`src/rtl/ikbd_host_acia.sv`:
```
// ikbd_host_acia
//   Host-side 6850-style ACIA for the keyboard MCU serial link.
//   The frame format is fixed at 8N1, and the bit rate is BAUD_DIV clken ticks per bit.
//   The block presents control, status and data registers on the host bus.
//   It drives a level interrupt.
// Ports
//   CLKx2  : system clock, all state changes on posedge
//   RST_n  : synchronous active-low reset
//   clken  : clock enable, all state/counters advance only when high
//   cs     : register select, high for one clken tick per access
//   rw     : 1=read, 0=write
//   rs     : 0=CR(write)/SR(read), 1=TDR(write)/RDR(read)
//   din    : write data
//   dout   : read data, rs=0 -> SR, rs=1 -> RDR (combinational)
//   irq    : level interrupt request, active high
//   rxd    : asynchronous serial input, idle high
//   txd    : serial output, idle high
module ikbd_host_acia #(
  parameter int BAUD_DIV = 256
) (
  input  logic       CLKx2,
  input  logic       RST_n,
  input  logic       clken,
  input  logic       cs,
  input  logic       rw,
  input  logic       rs,
  input  logic [7:0] din,
  output logic [7:0] dout,
  output logic       irq,
  input  logic       rxd,
  output logic       txd
);

  localparam int CW = $clog2(BAUD_DIV);
  localparam logic [CW-1:0] FULL_END = CW'(BAUD_DIV - 1);
  localparam logic [CW-1:0] HALF_END = CW'(BAUD_DIV / 2 - 1);

  typedef enum logic [1:0] {S_IDLE, S_START, S_DATA, S_STOP} state_t;

  // registers
  logic [7:0]    r_cr, r_tdr, r_rdr, r_rx_shift, r_tx_shift;
  logic          r_tdre, r_rdrf, r_fe, r_ovrn, r_rx_prev, r_txd;
  logic [1:0]    r_rx_sync;
  state_t        r_rx_state, r_tx_state;
  logic [CW-1:0] r_rx_cnt, r_tx_cnt;
  logic [2:0]    r_rx_bit, r_tx_bit;

  // next-state values
  logic [7:0]    w_cr_next, w_tdr_next, w_rdr_next, w_rx_shift_next, w_tx_shift_next;
  logic          w_tdre_next, w_rdrf_next, w_fe_next, w_ovrn_next, w_rx_prev_next, w_txd_next;
  logic [1:0]    w_rx_sync_next;
  state_t        w_rx_state_next, w_tx_state_next;
  logic [CW-1:0] w_rx_cnt_next, w_tx_cnt_next;
  logic [2:0]    w_rx_bit_next, w_tx_bit_next;

  logic       w_mr, w_tie, w_irq, w_rx_fall, w_wr_cr, w_wr_tdr, w_rd_rdr;
  logic [7:0] w_sr;

  assign w_mr      = (r_cr[1:0] == 2'b11);
  assign w_tie     = (r_cr[6:5] == 2'b01);
  assign w_irq     = ~w_mr & ((r_cr[7] & (r_rdrf | r_ovrn)) | (w_tie & r_tdre));
  assign w_sr      = {w_irq, 1'b0, r_ovrn, r_fe, 2'b00, r_tdre, r_rdrf};
  assign w_rx_fall = r_rx_prev & ~r_rx_sync[1];
  assign w_wr_cr   = cs & ~rw & ~rs;
  assign w_wr_tdr  = cs & ~rw & rs;
  assign w_rd_rdr  = cs & rw & rs;

  assign dout = rs ? r_rdr : w_sr;
  assign irq  = w_irq;
  assign txd  = r_txd;

  always_comb begin
    w_cr_next       = r_cr;
    w_tdr_next      = r_tdr;
    w_rdr_next      = r_rdr;
    w_rx_shift_next = r_rx_shift;
    w_tx_shift_next = r_tx_shift;
    w_tdre_next     = r_tdre;
    w_rdrf_next     = r_rdrf;
    w_fe_next       = r_fe;
    w_ovrn_next     = r_ovrn;
    w_txd_next      = r_txd;
    w_rx_sync_next  = {r_rx_sync[0], rxd};
    w_rx_prev_next  = r_rx_sync[1];
    w_rx_state_next = r_rx_state;
    w_tx_state_next = r_tx_state;
    w_rx_cnt_next   = r_rx_cnt;
    w_tx_cnt_next   = r_tx_cnt;
    w_rx_bit_next   = r_rx_bit;
    w_tx_bit_next   = r_tx_bit;

    if (w_wr_cr) w_cr_next = din;
    if (w_rd_rdr) begin
      w_rdrf_next = 1'b0;
      w_ovrn_next = 1'b0;
      w_fe_next   = 1'b0;
    end

    // receiver
    unique case (r_rx_state)
      S_IDLE: begin
        if (w_rx_fall) begin
          w_rx_state_next = S_START;
          w_rx_cnt_next   = '0;
        end
      end
      S_START: begin
        w_rx_cnt_next = r_rx_cnt + 1'b1;
        if (r_rx_cnt == HALF_END) begin
          w_rx_cnt_next   = '0;
          w_rx_bit_next   = 3'd0;
          w_rx_state_next = r_rx_sync[1] ? S_IDLE : S_DATA;
        end
      end
      S_DATA: begin
        w_rx_cnt_next = r_rx_cnt + 1'b1;
        if (r_rx_cnt == FULL_END) begin
          w_rx_cnt_next   = '0;
          w_rx_shift_next = {r_rx_sync[1], r_rx_shift[7:1]};
          w_rx_bit_next   = r_rx_bit + 1'b1;
          if (r_rx_bit == 3'd7) w_rx_state_next = S_STOP;
        end
      end
      S_STOP: begin
        w_rx_cnt_next = r_rx_cnt + 1'b1;
        if (r_rx_cnt == FULL_END) begin
          w_rx_cnt_next = '0;
          // a same-tick RDR read frees the buffer, so the new byte lands
          if (!r_rdrf || w_rd_rdr) begin
            w_rdr_next  = r_rx_shift;
            w_rdrf_next = 1'b1;
            w_fe_next   = ~r_rx_sync[1];
          end else begin
            w_ovrn_next = 1'b1;
          end
          w_rx_state_next = w_rx_fall ? S_START : S_IDLE;
        end
      end
      default: w_rx_state_next = S_IDLE;
    endcase

    // transmitter
    unique case (r_tx_state)
      S_IDLE: begin
        if (!r_tdre) begin
          w_txd_next      = 1'b0;
          w_tx_shift_next = r_tdr;
          w_tdre_next     = 1'b1;
          w_tx_cnt_next   = '0;
          w_tx_state_next = S_START;
        end
      end
      S_START: begin
        w_tx_cnt_next = r_tx_cnt + 1'b1;
        if (r_tx_cnt == FULL_END) begin
          w_tx_cnt_next   = '0;
          w_txd_next      = r_tx_shift[0];
          w_tx_shift_next = {1'b0, r_tx_shift[7:1]};
          w_tx_bit_next   = 3'd0;
          w_tx_state_next = S_DATA;
        end
      end
      S_DATA: begin
        w_tx_cnt_next = r_tx_cnt + 1'b1;
        if (r_tx_cnt == FULL_END) begin
          w_tx_cnt_next = '0;
          if (r_tx_bit == 3'd7) begin
            w_txd_next      = 1'b1;
            w_tx_state_next = S_STOP;
          end else begin
            w_txd_next      = r_tx_shift[0];
            w_tx_shift_next = {1'b0, r_tx_shift[7:1]};
            w_tx_bit_next   = r_tx_bit + 1'b1;
          end
        end
      end
      S_STOP: begin
        w_tx_cnt_next = r_tx_cnt + 1'b1;
        if (r_tx_cnt == FULL_END) begin
          w_tx_cnt_next = '0;
          // back-to-back frames: no idle bit between stop and next start
          if (!r_tdre) begin
            w_txd_next      = 1'b0;
            w_tx_shift_next = r_tdr;
            w_tdre_next     = 1'b1;
            w_tx_state_next = S_START;
          end else begin
            w_tx_state_next = S_IDLE;
          end
        end
      end
      default: w_tx_state_next = S_IDLE;
    endcase

    // a TDR write after the FSM's load keeps the newly written byte pending
    if (w_wr_tdr) begin
      w_tdr_next  = din;
      w_tdre_next = 1'b0;
    end

    // master reset holds both FSMs idle and overrides everything above
    if (w_mr) begin
      w_rx_state_next = S_IDLE;
      w_tx_state_next = S_IDLE;
      w_rx_cnt_next   = '0;
      w_tx_cnt_next   = '0;
      w_rx_bit_next   = 3'd0;
      w_tx_bit_next   = 3'd0;
      w_rdrf_next     = 1'b0;
      w_fe_next       = 1'b0;
      w_ovrn_next     = 1'b0;
      w_tdre_next     = 1'b1;
      w_txd_next      = 1'b1;
    end
  end

  always_ff @(posedge CLKx2) begin
    if (!RST_n) begin
      r_cr       <= 8'h03;
      r_tdr      <= 8'h00;
      r_rdr      <= 8'h00;
      r_rx_shift <= 8'h00;
      r_tx_shift <= 8'h00;
      r_tdre     <= 1'b1;
      r_rdrf     <= 1'b0;
      r_fe       <= 1'b0;
      r_ovrn     <= 1'b0;
      r_txd      <= 1'b1;
      r_rx_sync  <= 2'b11;
      r_rx_prev  <= 1'b1;
      r_rx_state <= S_IDLE;
      r_tx_state <= S_IDLE;
      r_rx_cnt   <= '0;
      r_tx_cnt   <= '0;
      r_rx_bit   <= 3'd0;
      r_tx_bit   <= 3'd0;
    end else if (clken) begin
      r_cr       <= w_cr_next;
      r_tdr      <= w_tdr_next;
      r_rdr      <= w_rdr_next;
      r_rx_shift <= w_rx_shift_next;
      r_tx_shift <= w_tx_shift_next;
      r_tdre     <= w_tdre_next;
      r_rdrf     <= w_rdrf_next;
      r_fe       <= w_fe_next;
      r_ovrn     <= w_ovrn_next;
      r_txd      <= w_txd_next;
      r_rx_sync  <= w_rx_sync_next;
      r_rx_prev  <= w_rx_prev_next;
      r_rx_state <= w_rx_state_next;
      r_tx_state <= w_tx_state_next;
      r_rx_cnt   <= w_rx_cnt_next;
      r_tx_cnt   <= w_tx_cnt_next;
      r_rx_bit   <= w_rx_bit_next;
      r_tx_bit   <= w_tx_bit_next;
    end
  end

endmodule

```
`config.mk`:
```
export PLATFORM = sky130hd
export DESIGN_NAME = ikbd_host_acia
export DESIGN_NICKNAME = d
export VERILOG_FILES = /design/src/rtl/ikbd_host_acia.sv
export SDC_FILE = /design/constraint.sdc
export NUM_CORES = 1
export LEC_CHECK = 0
export ABC_AREA = 1
export ABC_CLOCK_PERIOD_IN_PS = 4500
export BUFFER_PORTS_ARGS = -buffer_cell sky130_fd_sc_hd__buf_2
export CAP_MARGIN = 20
export CORE_MARGIN = 3
export CORE_UTILIZATION = 55
export DETAILED_ROUTE_END_ITERATION = 8
export PLACE_DENSITY = 0.74
export SLEW_MARGIN = 10
export SYNTH_ARGS = -nofsm -noshare
export SYNTH_HDL_FRONTEND = slang
export SYNTH_SLANG_ARGS = --single-unit
```
`constraint.sdc`:
```
create_clock -name CLKx2 -period 4.5 [get_ports CLKx2]
set_clock_uncertainty 0.05 [all_clocks]
set_input_delay 0.9 -clock CLKx2 [delete_from_list [all_inputs] [get_ports CLKx2]]
set_output_delay 0.9 -clock CLKx2 [all_outputs]
set_load 0.05 [all_outputs]
```
==> impl_metrics.tcl <==
set metrics [dict create \
    postSynthCellCount 499 \
    die_w_um 85.8 \
    core_sq_mm 0.00606 \
    rr_startpoint "r_tx_state[0]" \
    rows 28 \
    areaGrowthSynthToFinish_pct 10.7 \
    clk_latency_ps 340 \
    start_util_pct 57.8 \
    ant_nets 0 \
    holdBufCountCts 0 \
    drive_above_1_share_pct 12.8 \
    htreeDepth 3 \
    cts_tree "yes" \
    gp_congestion 0.850 \
    clk_pin_slew_ps 80 \
    pin_count 25 \
    reg2reg_to "r_tx_shift[2]" \
    first_pass_iters 4 \
    first_global_vias 2968 \
    seqPwrFrac_pct 48.4 \
    yosysSeqAreaShare_pct 40.6 \
    max_freq_mhz 356 \
    diodes 0 \
    die_h_um 85.8 \
    p_int_w 0.00101 \
    p_per_area_mw_per_mm2 350 \
    reg2reg_depth 8 \
    cts-root-buf "clkbuf_8" \
    syn_avg_cell_area_sq_um 7.02 \
    die_area_sq_mm 0.00736 \
    antenna_found_initial 0 \
    synth-edff-count 0 \
    clockBufferDepth 2 \
    crit_path_end "dout[7]" \
    worst_pin_slew_ps 528 \
    yosys.area.top_type "dfxtp_1" \
    synthArstFlopShare_pct 0 \
    synthTopCellsByArea "dfxtp_1 41%, nand2_1 11%, nor2_1 8.7%, o21ai_0 7.1%, a21oi_1 5.3%" \
    worst-setup-path-type "reg -> out" \
    syn-cell-area_sq_mm 0.00350 \
    grt_max_degree 51 \
    rsz0062_at_grt "no" \
    drt-initial-drc-count 109 \
    vdd_ir_drop_max_mv 0.238 \
    grt_remaining_overflow 0 \
    n_fill_cell 557 \
    relSlewSlack_pct 64.8 \
    pwr-share-comb_pct 9.9 \
    totalWireLength_um 7200 \
    ys_types 37 \
    slew_violations 0 \
    hold_violations 0 \
    ctsResizeCount 0 \
    grt_pass1_wl_um 12700 \
    fin_crit_sh_pct 62.4 \
    worstPathRequired_ps 3550 \
    r2r_slack_ps 2470 \
    place_area_sq_mm 0.00366 \
    cp.arrival_ps 1860 \
    io_buffers 24 \
    worstSetupStartpoint "r_cr[1]" \
    synth_seq_cells 71 \
    holdCritPathClass "reg -> reg" \
    p_leak_nw 1.70 \
    vias_per_cell 5.20 \
    endpoint_kind "output pin" \
    syn_nets 525 \
    max_cap_violations 0 \
    clock-sinks 71 \
    grt.total_usage_pct 21.2 \
    cts_buffers 9 \
    drc 0 \
    stdcell_area_sq_mm 0.00388 \
    synth_warnings 0 \
    dp_hpwl_um 5060 \
    cp-start-kind "flop" \
    period_needed_ps 2810 \
    final_nets 547 \
    cts_setup_buffers 0 \
    vias 3122 \
    worstPathMaxFanout 15 \
    synth_top_area_share_pct 40.6 \
    power.switching_w 0.000345 \
    synth_ff_type "dfxtp_1" \
    switching_share_pct 25.5 \
    status "complete, no violations" \
    clkPwrFrac_pct 41.7 \
    setup-tns-final_ps 0 \
    setup_viol 0 \
    wire_per_inst_um 12.0 \
]
-- through the flow --
step	util [%]	hold slack (ps)	setup WS [ps]	cells	total power [W]
after detailed placement	60.4	393	1920	585	0.000805
after floorplan	-	375	1350	499	0.000774
after global placement	60.4	388	1930	585	0.000803
final	64.0	399	1690	600	0.00136
after CTS	64.0	404	1680	600	0.00137
after global routing	64.0	424	1560	600	0.00142
-- cells in the final DEF, fill, tap and decap left out, drive strengths merged --
cell type,n
nand2,114
nor2,86
dfxtp,71
o21ai,54
inv,46
a21oi,39
nand3,28
buf,25
ha,11
clkbuf,10
nor3,9
nand4,9
clkinv,5
or2,4
a211oi,3
a31oi,3
xor2,2
o211ai,2
bufinv,2
nand3b,1
o22ai,1
-- cells in the mapped netlist (2+ instances only) --
cell	number
inv_1	42
buf_2	5
clkbuf_1	8
nand3_1	26
nand2_1	106
ha_1	11
nor2_1	81
nand4_1	8
nor2_8	2
a21oi_1	37
o211ai_1	2
inv_2	4
nand2_2	8
xor2_1	2
nor3_1	8
dfxtp_1	71
nor2_4	2
or2_2	2
o21ai_1	3
a211oi_1	3
a31oi_1	3
o21ai_0	50
-- worst min path at each step --
stage,from,end,depth (start not counted)
after detailed placement,r_tdr[6],r_tdr[6],2
after floorplan,r_tdr[6],r_tdr[6],2
after global placement,r_tdr[6],r_tdr[6],2
after global routing,r_tdr[2],r_tdr[2],2
final,r_tdr[5],r_tdr[5],2
after CTS,r_tdr[6],r_tdr[6],2
-- critical path: stages (launching register included) --
cell     delay, ps
dfxtp_1        330
nand2_2        250
inv_1          300
a21oi_1        250
nand2_1         70
nand2_1         50
buf_2          250
-- kinds of logic after synthesis --
kind of cell,after synthesis,share of synthesized area (%)
AO/OA/AOI/OAI,102,15.6
flip-flops,71,40.6
AND/OR/NAND/NOR,251,32.3
XOR/XNOR,2,0.500
buffers and inverters,62,7.07
adder cells (fa/ha/maj),11,3.93
-- state kept, by name (all words and copies together), names as in the netlist, 2 cells and up --
register,cells
r_cr,5
r_tx_bit,3
r_rx_cnt,8
r_tx_cnt,8
r_rx_bit,3
r_tx_shift,8
r_rx_sync,2
r_rx_state,2
r_rx_shift,8
r_rdr,8
r_tx_state,2
r_tdr,8
-- power groups by stage --
stage               Sequential [W]  Combinational (W)  Clock, W
detailed placement        0.000671           0.000134         0
CTS                       0.000656           0.000135  0.000576
floorplan                 0.000670           0.000104         0
finish                    0.000656           0.000135  0.000566
global placement          0.000670           0.000133         0
global route              0.000659           0.000155  0.000601
-- final cells by class --
class / instances / area (sq um) / share of cell area (%)
repair buffers: 25 / 128 / 3.29
clock inverters: 5 / 82.6 / 2.13
well taps: 75 / 93.8 / 2.42
flip-flops and latches: 71 / 1420 / 36.6
multi-input cells: 366 / 1830 / 47.3
inverters: 48 / 181 / 4.68
clock buffers: 10 / 138 / 3.55
-- routing by layer --
layer / global-route usage (%) / vias up / wire length, um
met4: 8.92 / 0 / 98
li1: - / 1671 / -
met1: 26.6 / 1398 / 3620
met3: 3.65 / 14 / 218
met5: 0 / - / 0
met2: 35.8 / 39 / 3270
(Power assumes the default switching activity.)
